`src/rtl/fifo_rd_pkg.sv`:
```
// Shared types and constants for the FIFO read-side drain engine.
package fifo_rd_pkg;

  typedef enum logic [1:0] {IDLE, RUN, DRAIN} rd_state_t;

  localparam int SKID_DEPTH = 2;
  localparam int RD_LATENCY = 1;

  // A new read may issue only if every word already owed to the skid
  // buffer (stored + in flight, minus the one leaving this cycle) still
  // leaves a free slot for it when it lands.
  function automatic logic room_for_read(input logic [1:0] occ,
                                         input logic [1:0] inflight,
                                         input logic       pop);
    logic [2:0] pending;
    pending = {1'b0, occ} + {1'b0, inflight} - {2'b00, pop};
    return pending < 3'(SKID_DEPTH);
  endfunction

endpackage

```
`src/rtl/fifo_rd_stream_if.sv`:
```
// Valid/ready stream with burst framing, as driven by fifo_rd_stream.
interface fifo_rd_stream_if #(parameter int WIDTH = 32);
  logic             m_valid;
  logic             m_ready;
  logic [WIDTH-1:0] m_data;
  logic             m_last;

  modport master (output m_valid, output m_data, output m_last, input  m_ready);
  modport slave  (input  m_valid, input  m_data, input  m_last, output m_ready);
endinterface

```
`src/rtl/fifo_rd_skid.sv`:
```
// Two-entry in-order skid buffer; entry 0 is always the head.
module fifo_rd_skid
  import fifo_rd_pkg::*;
#(
  parameter int WIDTH = 32
) (
  input  logic             clk,
  input  logic             rst,
  input  logic             wr,
  input  logic [WIDTH-1:0] din,
  input  logic             pop,
  output logic [WIDTH-1:0] head,
  output logic [1:0]       occ
);

  logic [SKID_DEPTH-1:0][WIDTH-1:0] mem;

  assign head = mem[0];

  // Storage and occupancy; entries shift toward the head on pop.
  always_ff @(posedge clk) begin
    if (rst) begin
      mem <= '0;
      occ <= '0;
    end else begin
      case ({wr, pop})
        2'b10: begin
          mem[occ[0]] <= din;
          occ         <= occ + 2'd1;
        end
        2'b01: begin
          mem[0] <= mem[1];
          occ    <= occ - 2'd1;
        end
        2'b11: begin
          // Pop implies occ >= 1, so the new word lands behind the survivor.
          if (occ == 2'd2) begin
            mem[0] <= mem[1];
            mem[1] <= din;
          end else begin
            mem[0] <= din;
          end
        end
        default: ;
      endcase
    end
  end

  a_occ_range:  assert property (@(posedge clk) disable iff (rst) occ <= 2'd2);
  a_no_overrun: assert property (@(posedge clk) disable iff (rst) !(wr && !pop && occ == 2'd2));
  a_no_underrun: assert property (@(posedge clk) disable iff (rst) !(pop && occ == 2'd0));

endmodule

```
`src/rtl/fifo_rd_stream.sv`:
```
// FIFO read-side drain engine: issues pops, absorbs the registered read
// latency in a skid buffer and presents a framed valid/ready stream.
module fifo_rd_stream
  import fifo_rd_pkg::*;
#(
  parameter int WIDTH     = 32,
  parameter int BURST_LEN = 8,
  parameter int CNT_W     = 16
) (
  input  logic              clk,
  input  logic              rst,
  input  logic              enable,
  input  logic              fifo_nempty,
  input  logic [WIDTH-1:0]  fifo_data_out,
  output logic              fifo_read_en,
  fifo_rd_stream_if.master  m,
  output logic              busy,
  output logic [CNT_W-1:0]  word_count
);

  localparam int BEAT_W = (BURST_LEN > 1) ? $clog2(BURST_LEN) : 1;
  localparam logic [BEAT_W-1:0] LAST_BEAT = BEAT_W'(BURST_LEN - 1);

  rd_state_t             state, state_d;
  logic [RD_LATENCY-1:0] rd_pipe;
  logic                  inflight;
  logic [1:0]            occ;
  logic [WIDTH-1:0]      head;
  logic [BEAT_W-1:0]     beat;
  logic                  pop;

  assign inflight = rd_pipe[RD_LATENCY-1];
  assign m.m_valid = (occ != 2'd0);
  assign m.m_data  = head;
  assign m.m_last  = m.m_valid && (beat == LAST_BEAT);
  assign pop       = m.m_valid && m.m_ready;

  fifo_rd_skid #(.WIDTH(WIDTH)) u_skid (
    .clk  (clk),
    .rst  (rst),
    .wr   (inflight),
    .din  (fifo_data_out),
    .pop  (pop),
    .head (head),
    .occ  (occ)
  );

  // State register.
  always_ff @(posedge clk) begin
    if (rst) state <= IDLE;
    else     state <= state_d;
  end

  // Next state, read issue and busy; m_ready feeds read issue combinationally
  // so a pop frees its slot in the same cycle and throughput stays 1/cycle.
  always_comb begin
    state_d      = state;
    fifo_read_en = 1'b0;
    busy         = (state != IDLE);
    case (state)
      IDLE:  if (enable) state_d = RUN;
      RUN: begin
        fifo_read_en = fifo_nempty &&
                       room_for_read(occ, 2'($countones(rd_pipe)), pop);
        if (!enable) state_d = DRAIN;
      end
      DRAIN: begin
        if (enable)                             state_d = RUN;
        else if (occ == 2'd0 && !inflight)      state_d = IDLE;
      end
      default: state_d = IDLE;
    endcase
  end

  // Read-latency tracker: marks which cycle's FIFO output must be captured.
  always_ff @(posedge clk) begin
    if (rst) rd_pipe <= '0;
    else     rd_pipe <= (rd_pipe << 1) | RD_LATENCY'(fifo_read_en);
  end

  // Burst beat position; survives enable drops, cleared only by reset.
  always_ff @(posedge clk) begin
    if (rst)       beat <= '0;
    else if (pop)  beat <= (beat == LAST_BEAT) ? '0 : beat + BEAT_W'(1);
  end

  // Saturating handshake counter.
  always_ff @(posedge clk) begin
    if (rst)                            word_count <= '0;
    else if (pop && (word_count != '1)) word_count <= word_count + CNT_W'(1);
  end

endmodule

```
`src/flat_wrapper.sv`:
```
// flat-port wrapper written by rule: the top's interface ports become plain ports
module fifo_rd_stream_flat import fifo_rd_pkg::*;
#(
  parameter int WIDTH     = 32,
  parameter int BURST_LEN = 8,
  parameter int CNT_W     = 16
)
  (clk, rst, enable, fifo_nempty, fifo_data_out, fifo_read_en, busy, word_count, m_m_valid, m_m_data, m_m_last, m_m_ready);
  fifo_rd_stream_if #(.WIDTH(WIDTH)) m_i ();
  input  logic clk;
  input  logic rst;
  input  logic enable;
  input  logic fifo_nempty;
  input  logic [WIDTH-1:0] fifo_data_out;
  output logic fifo_read_en;
  output logic busy;
  output logic [CNT_W-1:0] word_count;
  output wire logic [$bits(m_i.m_valid)-1:0] m_m_valid;
  output wire logic [$bits(m_i.m_data)-1:0] m_m_data;
  output wire logic [$bits(m_i.m_last)-1:0] m_m_last;
  input wire logic [$bits(m_i.m_ready)-1:0] m_m_ready;
  assign m_m_valid = m_i.m_valid;
  assign m_m_data = m_i.m_data;
  assign m_m_last = m_i.m_last;
  assign m_i.m_ready = m_m_ready;
  fifo_rd_stream #(.WIDTH(WIDTH), .BURST_LEN(BURST_LEN), .CNT_W(CNT_W)) u_core (.clk(clk), .rst(rst), .enable(enable), .fifo_nempty(fifo_nempty), .fifo_data_out(fifo_data_out), .fifo_read_en(fifo_read_en), .m(m_i), .busy(busy), .word_count(word_count));
endmodule
```
`config.mk`:
```
export PLATFORM = sky130hd
export DESIGN_NAME = fifo_rd_stream_flat
export DESIGN_NICKNAME = d
export VERILOG_FILES = /design/src/rtl/fifo_rd_pkg.sv /design/src/rtl/fifo_rd_stream_if.sv /design/src/rtl/fifo_rd_skid.sv /design/src/rtl/fifo_rd_stream.sv /design/src/flat_wrapper.sv
export SDC_FILE = /design/constraint.sdc
export NUM_CORES = 1
export LEC_CHECK = 0
export ABC_CLOCK_PERIOD_IN_PS = 4800
export BUFFER_PORTS_ARGS = -buffer_cell sky130_fd_sc_hd__buf_2
export CORE_UTILIZATION = 50
export DETAILED_ROUTE_END_ITERATION = 16
export PLACE_DENSITY_LB_ADDON = 0.08
export SLEW_MARGIN = 40
export SYNTH_ARGS = -nofsm -noshare
export SYNTH_HDL_FRONTEND = slang
export SYNTH_SLANG_ARGS = --single-unit
```
`constraint.sdc`:
```
create_clock -name clk -period 4.8 [get_ports clk]
set_input_delay 0.96 -clock clk [delete_from_list [all_inputs] [get_ports clk]]
set_output_delay 0.96 -clock clk [all_outputs]
set_load 0.1 [all_outputs]
```
## Yosys cells after proc, flatten, opt, wreduce, memory -nomap -nowiden

Index checks and enable logic that the tools add are counted.

- Add/subtract/negate cells: 6
- Magnitude comparators: 3
- Equal/unequal tests: 12
- Mux-type cells: 15
- Reduce and logical (&&, ||, !) cells: 16

Operator list:

| cell | number |
|---|---|
| 32-bit 2-to-1 mux | 3 |
| 32-bit case mux with 3 select lines | 1 |
| 64-bit bitwise mux | 1 |
| 32-bit case mux with 2 select lines | 1 |
| 32-bit demux with 1-bit select | 1 |
| 16-bit by 1-bit adder with 16-bit output (second input constant) | 1 |
| 16-bit inequality test (second input constant) | 1 |
| 2-bit equality test (second input constant) | 4 |
| 2-bit 2-to-1 mux | 4 |
| 2-bit nonzero test | 4 |
| 1-bit logical AND | 6 |
| 2-bit inequality test (second input constant) | 3 |
| 2-bit case mux with 3 select lines | 1 |
| 2-bit by 1-bit equality test with 1-bit output (second input constant) | 2 |
| 2-bit zero test | 2 |
| 2-bit case mux with 2 select lines | 1 |
| 2-bit by 1-bit adder with 3-bit output | 1 |
| 3-bit by 1-bit adder with 3-bit output (second input constant) | 1 |
| 3-bit equality test (second input constant) | 1 |
| 3-bit by 2-bit < comparator with 1-bit output (second input constant) | 1 |
| 3-bit 2-to-1 mux | 1 |
| 3-bit by 2-bit inequality test with 1-bit output (second input constant) | 1 |
| 3-bit AND reduction | 1 |
| 3-bit nonzero test | 1 |
| other kinds (8) | 8 |

- Bits in registers: 88
- Bits of input ports: 37
- Output and inout port bits: 52
- Logic and storage cells: 59

## Depth between registers and ports, before layout

Gate-level depths: netlist (run 1).

- Word-level depth: 6
- Gate-level depth with buffers: 10
- Mapped depth without buffers: 7

## By module

A second synthesis (run 1) with hierarchy kept.

- Cell total of the unflattened synthesis: 521
- Area total of the unflattened synthesis: 4351.7 µm²

By module, submodules not included:

| module | times used | cells an instance | area an instance (µm²) | sequential area each (µm²) |
|---|---|---|---|---|
| fifo_rd_skid | 1 | 386 | 3190.6 | 1321.3 |
| fifo_rd_stream | 1 | 135 | 1161.1 | 440.4 |

## Worst setup path before layout (run 1)

Ideal clock, no wire load.

- Path type: in2out
- Start: input port m_m_ready
- End: output port fifo_read_en
- Arrival time: 3294 ps
- Data required time: 3840 ps
- Slack: 546 ps
- Stages on the path: 6
- Buffers on the path: 0
- Cells stage by stage: o21ai_4 -> inv_2 -> ha_1 -> fa_1 -> nand3_1 -> nor2_1

- Word-level cells in the longest chain between the ends: 5

RTL lines:

| element | RTL line | text |
|---|---|---|
| start: declaration | flat_wrapper.sv:21 | `input wire logic [$bits(m_i.m_ready)-1:0] m_m_ready;` |
| 1-bit logical AND | fifo_rd_stream.sv:36 | `assign pop = m.m_valid && m.m_ready;` |
| net u_core.pop | fifo_rd_stream.sv:30 | `logic pop;` |
| 3-bit by 1-bit subtractor with 3-bit output | fifo_rd_pkg.sv:16 | `pending = {1'b0, occ} + {1'b0, inflight} - {2'b00, pop};` |
| 3-bit by 2-bit < comparator with 1-bit output | fifo_rd_pkg.sv:17 | `return pending < 3'(SKID_DEPTH);` |
| 1-bit logical AND | fifo_rd_stream.sv:63 | `fifo_read_en = fifo_nempty &&` |
| 1-bit 2-to-1 mux | fifo_rd_stream.sv:60 | `case (state)` |
| end: declaration | flat_wrapper.sv:15 | `output logic fifo_read_en;` |

The timed path passes the listed nets, and every way through them passes these cells.

## Final worst setup path (run 1)

Same ends and word-level chain as after synthesis.

==> out/results.ini, run 1 <==
[placed_design]
gp_congestion = 0.802
dpl.hpwl_um = 5480
placedInstanceArea_um2 = 4160
portBuffers = 88
place_worst_setup_slack_ns = 1.01

[cts]
cts.sinks = 88
cts_hold_buf = 0
cts_resized = 0
clk_latency_ns = 0.37
path_clk_slew_ns = 0.08
tritoncts = done
cts_setup_buffers = 0
cts_buffer_depth = 2
cts-root-buf = clkbuf_8
h-tree-depth = 3
cts_buffers = 9

[cells_and_area]
area_growth_pct = 11.5
seqCellArea_um2 = 1760
nNetsFinal = 556
final_common_cell = dfxtp_1
multiInputGateArea_um2 = 1780
layout_common_cells = 88 x dfxtp_1, 87 x buf_2, 74 x nand2_1
num-fill-cells = 724
design_area_um2 = 4390
layout-drive-gt1-share = 0.232
utilization = 0.589
antennaDiodeCount = 0

[timing]
fin_tns_setup_ns = 0
drv_slew = 0
max_freq_ghz = 0.262
slew_headroom = 0.544
finalSetupViolations = 0
grt_setup_unrepaired = false
layout_setup_ws_ns = 0.980
hold_viol = 0
hold_slack_ns = 0.453
worstMarginPinSlew_ns = 0.682
finalCritPeriodShare = 0.796
fin_crit_ns = 3.82
fin_skew_ns = 0.00728

[logic_synthesis]
synth-seq-area-share = 0.448
synth_cell_types = 41
syn_avg_cell_area_um2 = 8.34
syn_area_um2 = 3940
netlist_instances = 472
yosysWarningCount = 0
syn-num-nets = 518
synth-seq-cells = 88

[floorplanning]
fp.dieW_um = 90.7
core_area_um2 = 7450
start_util = 0.528
die-height_um = 90.7
row_count = 31
dieArea_um2 = 8230
ioPinCount = 89

[setup_path]
cp.required_ns = 3.84
path_class = input pin to primary output
cp_max_fo = 10
crit_path_end_kind = primary output
worst_setup_path_start_kind = input pin
cp.arrival_ns = 2.86

[power]
ir_drop_uv = 328
power_density_nw_per_um2 = 702
p_leak_nw = 1.73

[drt]
num_vias = 3382
drt_wl_total_um = 8660
wl_per_cell_um = 14.1
drt_iter0_markers = 118
drcViolationCount = 0
vias_per_cell = 5.52
antenna_left = 0
firstDrtPassIters = 4

[run]
cap_violations = 0

[global_routing]
antenna_found_initial = 0
grtUsageTotal = 0.215
grt_pass1_wl_um = 14200
grt_pass1_vias = 2901
grt_start_max_net_pins = 54
overflow = 0

[outcome]
status = complete, no violations

[worst_hold_path]
hold_class = register to register

kinds of logic after synthesis:
group	synth area share
simple gates	0.229
compound gates	0.173
flops	0.448
buf+inv	0.103
fa+ha+maj	0.0305
xor+xnor	0.00890
mux	0.00795
path summary, 6_finish.rpt:
kind                         startpoint  slack, ns                endpoint  cells after the start
hold reg to reg   u_core.u_skid.mem[53]       0.45   u_core.u_skid.mem[53]                      2
hold / removal    u_core.u_skid.mem[53]       0.45   u_core.u_skid.mem[53]                      2
setup reg to reg   u_core.u_skid.occ[0]       2.18  u_core.u_skid.head[19]                      8
setup / recovery              m_m_ready       0.98            fifo_read_en                      8
worst max-delay path: stages:
cell     delay [ns]
buf_2          0.11
o21ai_4        0.12
inv_2          0.14
ha_1           0.31
fa_1           0.54
nand3_1        0.08
nor2_1         0.14
buf_2          0.44
registers in the layout (all words and copies together), names as in the netlist:
register,cells
u_core.beat,3
u_core.inflight,1
u_core.state,2
u_core.u_skid.head,32
u_core.u_skid.mem,32
u_core.u_skid.occ,2
u_core.word_count,16
area by class of cell:
| cell class | instances | area share |
|---|---|---|
| clock buffer | 10 | 0.0314 |
| inverter | 7 | 0.00599 |
| sequential | 88 | 0.401 |
| tap | 99 | 0.0282 |
| timing repair buffer | 92 | 0.108 |
| multi-input combinational | 312 | 0.407 |
| clock inverter | 5 | 0.0185 |
power by group:
group	switching, mW	total [mW]	leakage (nW)	internal (mW)
combinational	1.28	1.58	0.909	0.295
sequential	0.0804	0.937	0.713	0.856
clock	0.263	0.567	0.108	0.304
total	1.63	3.08	1.73	1.46
cells in the mapped netlist:
cell type,number,area [um^2]
clkbuf_1,24,90.1
buf_6,1,11.3
and3_1,1,6.26
ha_1,8,100
o21ai_4,1,16.3
buf_4,34,255
nor2_1,44,165
nand3_1,8,40.0
and4_1,2,17.5
nor4_1,3,18.8
mux2_2,1,11.3
nand2_1,76,285
fa_1,1,20.0
or3_1,5,31.3
o31ai_1,4,30.0
o21bai_1,1,7.51
nand3b_1,3,22.5
nor2b_1,3,18.8
xnor2_1,2,17.5
o21ba_2,2,20.0
a221oi_1,32,280
o31a_1,1,8.76
o21ai_0,8,40.0
o21a_1,1,7.51
xor2_1,2,17.5
or4_1,6,45.0
or2_2,2,12.5
o2111ai_1,1,8.76
a211oi_1,2,15.0
nor3_1,37,185
dfxtp_1,88,1760
inv_1,6,22.5
mux2i_1,2,20.0
and2_1,2,12.5
nand4_1,4,25.0
inv_2,1,3.75
nand2b_1,1,6.26
buf_1,6,22.5
nor3b_1,1,7.51
a21oi_1,44,220
o41ai_4,1,27.5
per-stage QoR:
step           total power, mW  instances
2_1_floorplan             2.43        472
3_3_place_gp              2.51        597
3_5_place_dp              2.53        597
4_1_cts                   3.10        612
5_1_grt                   3.24        613
6_report                  3.08        613
per-layer routing:
layer	up-vias	GRT usage	wire length (um)	part of all wire
met5	-	0	0	0
met1	1577	0.293	3910	0.45
met3	12	0.0362	464	0.054
li1	1704	-	-	-
met2	89	0.333	4140	0.48
met4	0	0.0927	150	0.017
No activity file was read; power rests on OpenSTA's default activity.
==> run 2, diff against run 1 <==
Settings changed: ABC_AREA set to 1, ABC_CLOCK_PERIOD_IN_PS 4800 to 3270, CORE_UTILIZATION 50 to 49.
Clock period 4.8 ns to 3.27 ns, I/O delays scaled along.
==> run 2 against run 1 <==
Clock-buffer cell count is 2 higher. Setup slack worse by 0.83 ns. Die area grew 11%. Combinational power is 80% higher. Largest power group unchanged. Highest routed layer unchanged.
==> out/results.ini, run 2 <==
[outcome]
status = complete, no violations

[drt]
antenna_left = 0
vias_per_cell = 5.11
drt_iter0_markers = 181
drcViolationCount = 0
wl_per_cell_um = 13.0
firstDrtPassIters = 4
num_vias = 3785
drt_wl_total_um = 9620

[power]
ir_drop_uv = 703
sequentialPowerShare = 0.290
switching_share = 0.562
power.net_switching_mw = 2.83
pwr-share-comb = 0.567
p_int_mw = 2.21
p_leak_nw = 2.21
pwr-share-clk = 0.143
power_density_nw_per_um2 = 1060
power_mw = 5.03

[setup_path]
cp_max_fo = 6
worst_setup_path_start_kind = register
cp.arrival_ns = 2.47
cpMostUsedCell = nand2_1
cp.buffers_inverters = 2
slowest_stage = fa_1
rr_worst_depth = 12
crit_path_end_kind = primary output
cp.depth = 9
critPathMaxStageDelay_ns = 0.50
path_delay_family = adder cells
path_class = register to primary output
crit_chain = nor2_2 > bufinv_8 > nand2_4 > ha_1 > nand2_1 > fa_1 > nand2_1 > nor3_4 > buf_12
cp.required_ns = 2.62

[timing]
fin_skew_ns = 0.0114
worstMarginPinSlew_ns = 0.757
finalCritPeriodShare = 0.954
max_freq_ghz = 0.320
hold_viol = 0
fin_tns_setup_ns = 0
drv_slew = 0
finalSetupViolations = 0
slew_headroom = 0.495
grt_setup_unrepaired = false
fin_crit_ns = 3.12

[logic_synthesis]
async_flop_share = 0
synth_edf_count = 0
yosysWarningCount = 0
synth_xor_area_frac = 0.0164
synth-seq-area-share = 0.412
synth_common_cells = 125 x nand2_1, 88 x dfxtp_1, 59 x nor2_1
syn-num-nets = 634
synth_compound_area_frac = 0.131
synth_cell_types = 29
syn_area_um2 = 4270
synthSimpleGateAreaFrac = 0.270
syn_avg_cell_area_um2 = 7.26
synthFlopType = dfxtp_1
yosys.area.top_type = dfxtp_1
yosys-mux-area-fraction = 0
synth_top_family_by_area = simple AND/OR/NAND/NOR gates
synth.most_common_cell = nand2_1
netlist_instances = 588
synth.top_cell.area_share = 0.412
synth-seq-cells = 88
synth.area.top_cells = dfxtp_1 41%, nand2_1 11%, buf_4 6.9%, a21oi_1 5.9%, o211ai_1 5.6%
synthAdderAreaFrac = 0.0281

[global_routing]
grtUsageTotal = 0.219
grt_pass1_vias = 3453
grt_start_max_net_pins = 59
antenna_found_initial = 0
overflow = 0
grt_pass1_wl_um = 15700

[cells_and_area]
finalNonFillerCells = 741
utilization = 0.568
final_common_cell = nand2_1
layout-drive-gt1-share = 0.195
nNetsFinal = 677
area_growth_pct = 10.9
num-fill-cells = 820
antennaDiodeCount = 0
layout_common_cells = 125 x nand2_1, 87 x buf_2, 86 x dfxtp_1

[worst_hold_path]
hold_class = input pin to register
whs_path_depth = 2

[cts]
cts.sinks = 88
path_clk_slew_ns = 0.08
cts_hold_buf = 0
cts_buffer_depth = 2
h-tree-depth = 3
cts-root-buf = clkbuf_8
tritoncts = done
cts_buffers = 9
clk_latency_ns = 0.35

[placed_design]
gp_congestion = 0.817
portBuffers = 88
place_inst = 725
dpl.hpwl_um = 6240

[run]
cap_violations = 0

[floorplanning]
die-height_um = 95.4
fp.dieW_um = 95.4
core_area_um2 = 8340
dieArea_um2 = 9090
row_count = 33
ioPinCount = 89
start_util = 0.512

-- run 2: cell count changes in the layout (fill, tap and decap cells not counted), sizes merged, moves of 5 or more --
cell,delta
nand2,+50
inv,+49
nand3,+35
a221oi,-32
o211ai,+32
nor2,+17
a21oi,+6
or4,-6
or3,-5
-- run 2: layer usage --
layer / up-vias / global-route usage / share of wire
met4: 0 / 0.0568 / 0.0071
met5: - / 0 / 0
met1: 1756 / 0.276 / 0.47
li1: 1964 / - / -
met3: 6 / 0.0431 / 0.034
met2: 59 / 0.381 / 0.49
-- run 2: kinds of logic (layout without fill, tap and decap cells) --
family | count (synthesis) | in the layout
compound gates | 91 | 91
xor+xnor | 8 | 8
fa+ha+maj | 9 | 9
buf+inv | 121 | 169
flops | 88 | 88
simple gates | 271 | 271
-- run 2: layout make-up --
type | count | area [um^2] | area share
clock buffer | 12 | 135 | 0.0285
clock inverter | 4 | 45.0 | 0.00951
inverter | 58 | 236 | 0.0499
multi-input combinational | 379 | 1920 | 0.405
sequential | 88 | 1760 | 0.372
tap | 105 | 131 | 0.0277
timing repair buffer | 95 | 508 | 0.107
-- run 2: metrics by stage --
stage                     hold slack (ns)  setup WS [ns]  cell area (um^2)
after floorplan                     0.448         0.0467              4300
after global placement              0.464          0.353              4550
after detailed placement            0.473          0.331              4550
after CTS                           0.469         0.0190              4730
after global routing                0.460         0.0125              4740
final                               0.479          0.149              4740
-- run 2: path summary, 6_finish.rpt --
check                       startpoint                     end  slack, ns
setup / recovery  u_core.u_skid.occ[1]            fifo_read_en       0.15
hold / removal                  enable         u_core.state[1]       0.48
setup reg to reg  u_core.u_skid.occ[1]  u_core.u_skid.head[13]       0.84
hold reg to reg         u_core.beat[1]          u_core.beat[1]       0.49
-- run 2: power groups by stage --
stage	Clock [mW]	Combinational (mW)	Sequential, mW
floorplan	0	2.69	1.49
global placement	0	2.83	1.47
detailed placement	0	2.86	1.48
CTS	0.745	2.86	1.46
global route	0.792	3.02	1.49
finish	0.722	2.85	1.46
-- run 2: what timing repair did --
| action | 4_1_cts | 5_1_grt |
|---|---|---|
| buffers inserted | 0 | 0 |
| setup endpoints to repair | 0 | 1 |
| resized for setup | 0 | 3 |
==> run 3, diff against run 2 <==
Settings changed: BUFFER_PORTS_ARGS -buffer_cell sky130_fd_sc_hd__buf_2 to -buffer_cell sky130_fd_sc_hd__buf_4, CORE_ASPECT_RATIO set to 0.5.
==> run 3 against run 2 <==
Sequential share of layout area decreased by 2.5 points. Via count decreased by 0.48%. Combinational power increased by 4%. Fmax about the same. Setup slack got worse by 0.0019 ns. Utilization increased by 4.9 points.
==> out/results.ini, run 3 (synthesis gave the netlist of run 2 again) <==
[global_routing]
grt_pass1_wl_um = 16000
grtUsageTotal = 0.226
grt_pass1_vias = 3334
antenna_found_initial = 0
overflow = 0
grt_start_max_net_pins = 64

[floorplanning]
dieArea_um2 = 9120
row_count = 23
fp.dieW_um = 134
ioPinCount = 89
core_area_um2 = 8230
start_util = 0.519
die-height_um = 68.0

[cells_and_area]
design_area_um2 = 5080
area_growth_pct = 19.0
layout_common_cells = 125 x nand2_1, 91 x buf_4, 86 x dfxtp_1
utilization = 0.618
final_common_cell = nand2_1
antennaDiodeCount = 0
nNetsFinal = 674
layout-drive-gt1-share = 0.194
finalNonFillerCells = 745

[cts]
cts_setup_buffers = 0
cts_buffers = 9
tritoncts = done
h-tree-depth = 3
clk_latency_ns = 0.34
cts-root-buf = clkbuf_16
cts.sinks = 88
path_clk_slew_ns = 0.06
cts_buffer_depth = 2

[timing]
fin_crit_ns = 3.12
max_freq_ghz = 0.320
finalSetupViolations = 0
hold_slack_ns = 0.477
worstMarginPinSlew_ns = 0.780
finalCritPeriodShare = 0.955
grt_setup_unrepaired = false
drv_slew = 0
slew_headroom = 0.479
fin_tns_setup_ns = 0
fin_skew_ns = 0.00753
layout_setup_ws_ns = 0.148
hold_viol = 0

[placed_design]
gp_congestion = 0.814
portBuffers = 88
placedInstanceArea_um2 = 4740
place_worst_setup_slack_ns = 0.289
dpl.hpwl_um = 6080
place_inst = 729

[drt]
drt_iter0_markers = 226
num_vias = 3767
drt_wl_total_um = 9790
firstDrtPassIters = 4
vias_per_cell = 5.06
drcViolationCount = 0
wl_per_cell_um = 13.1
antenna_left = 0

[setup_path]
cp_max_fo = 10
cp.arrival_ns = 2.47
worst_setup_path_start_kind = register
path_class = register to primary output
crit_path_end_kind = primary output
cp.required_ns = 2.62

[power]
power_mw = 5.54
ir_drop_uv = 736
power_density_nw_per_um2 = 1090
p_leak_nw = 2.28

[worst_hold_path]
hold_class = register to register

[run]
cap_violations = 0

[outcome]
status = complete, no violations

[run 3: cell count changes in the layout (fill, tap and decap cells not counted), moves of 3 or more]
cell       change
clkbuf_8       -9
buf_2         -87
clkinv_4       +3
clkbuf_16      +9
clkinv_2       -3
buf_4         +84
[run 3: final timing paths]
kind                                           start                      to  slack, ns  depth (start not counted)
worst max-delay path            u_core.u_skid.occ[1]            fifo_read_en       0.15                          9
worst min-delay path                  u_core.beat[1]          u_core.beat[1]       0.48                          2
worst max register to register  u_core.u_skid.occ[0]  u_core.u_skid.head[13]       0.89                         12
worst min register to register        u_core.beat[1]          u_core.beat[1]       0.48                          2
[run 3: area by class of cell]
cell class | instances | area (um^2)
fillers | 814 | 3150
multi-input cells | 379 | 1920
flip-flops and latches | 88 | 1760
repair buffers | 92 | 703
inverters | 58 | 234
clock buffers | 10 | 229
well taps | 112 | 140
clock inverters | 6 | 93.8
[run 3: repair_timing]
action | in CTS | in global routing
gates resized for setup | 1 | 4
hold buffers | 0 | 0
setup endpoints to repair | 1 | 1
[run 3: power breakdown]
group / leakage, nW / switching, mW / internal [mW]
clock network: 0.153 / 0.435 / 0.673
registers: 0.714 / 0.155 / 1.31
logic: 1.42 / 2.31 / 0.661
total: 2.28 / 2.90 / 2.65
[run 3: metal layers]
layer	vias up	routed length [um]	global-route usage	part of all wire
li1	1964	-	-	-
met1	1706	4720	0.286	0.48
met2	91	4410	0.381	0.45
met3	6	595	0.0630	0.061
met4	0	63	0.0674	0.0064
met5	-	0	0	0
[run 3: critical path, stage by stage (launching register included)]
cell and delay [ns]:
dfxtp_2 0.36, nor2_2 0.13, bufinv_8 0.20, nand2_4 0.09
inv_2 0.11, ha_2 0.23, fa_1 0.50, nand2_1 0.09
nor3_4 0.23, buf_12 0.20
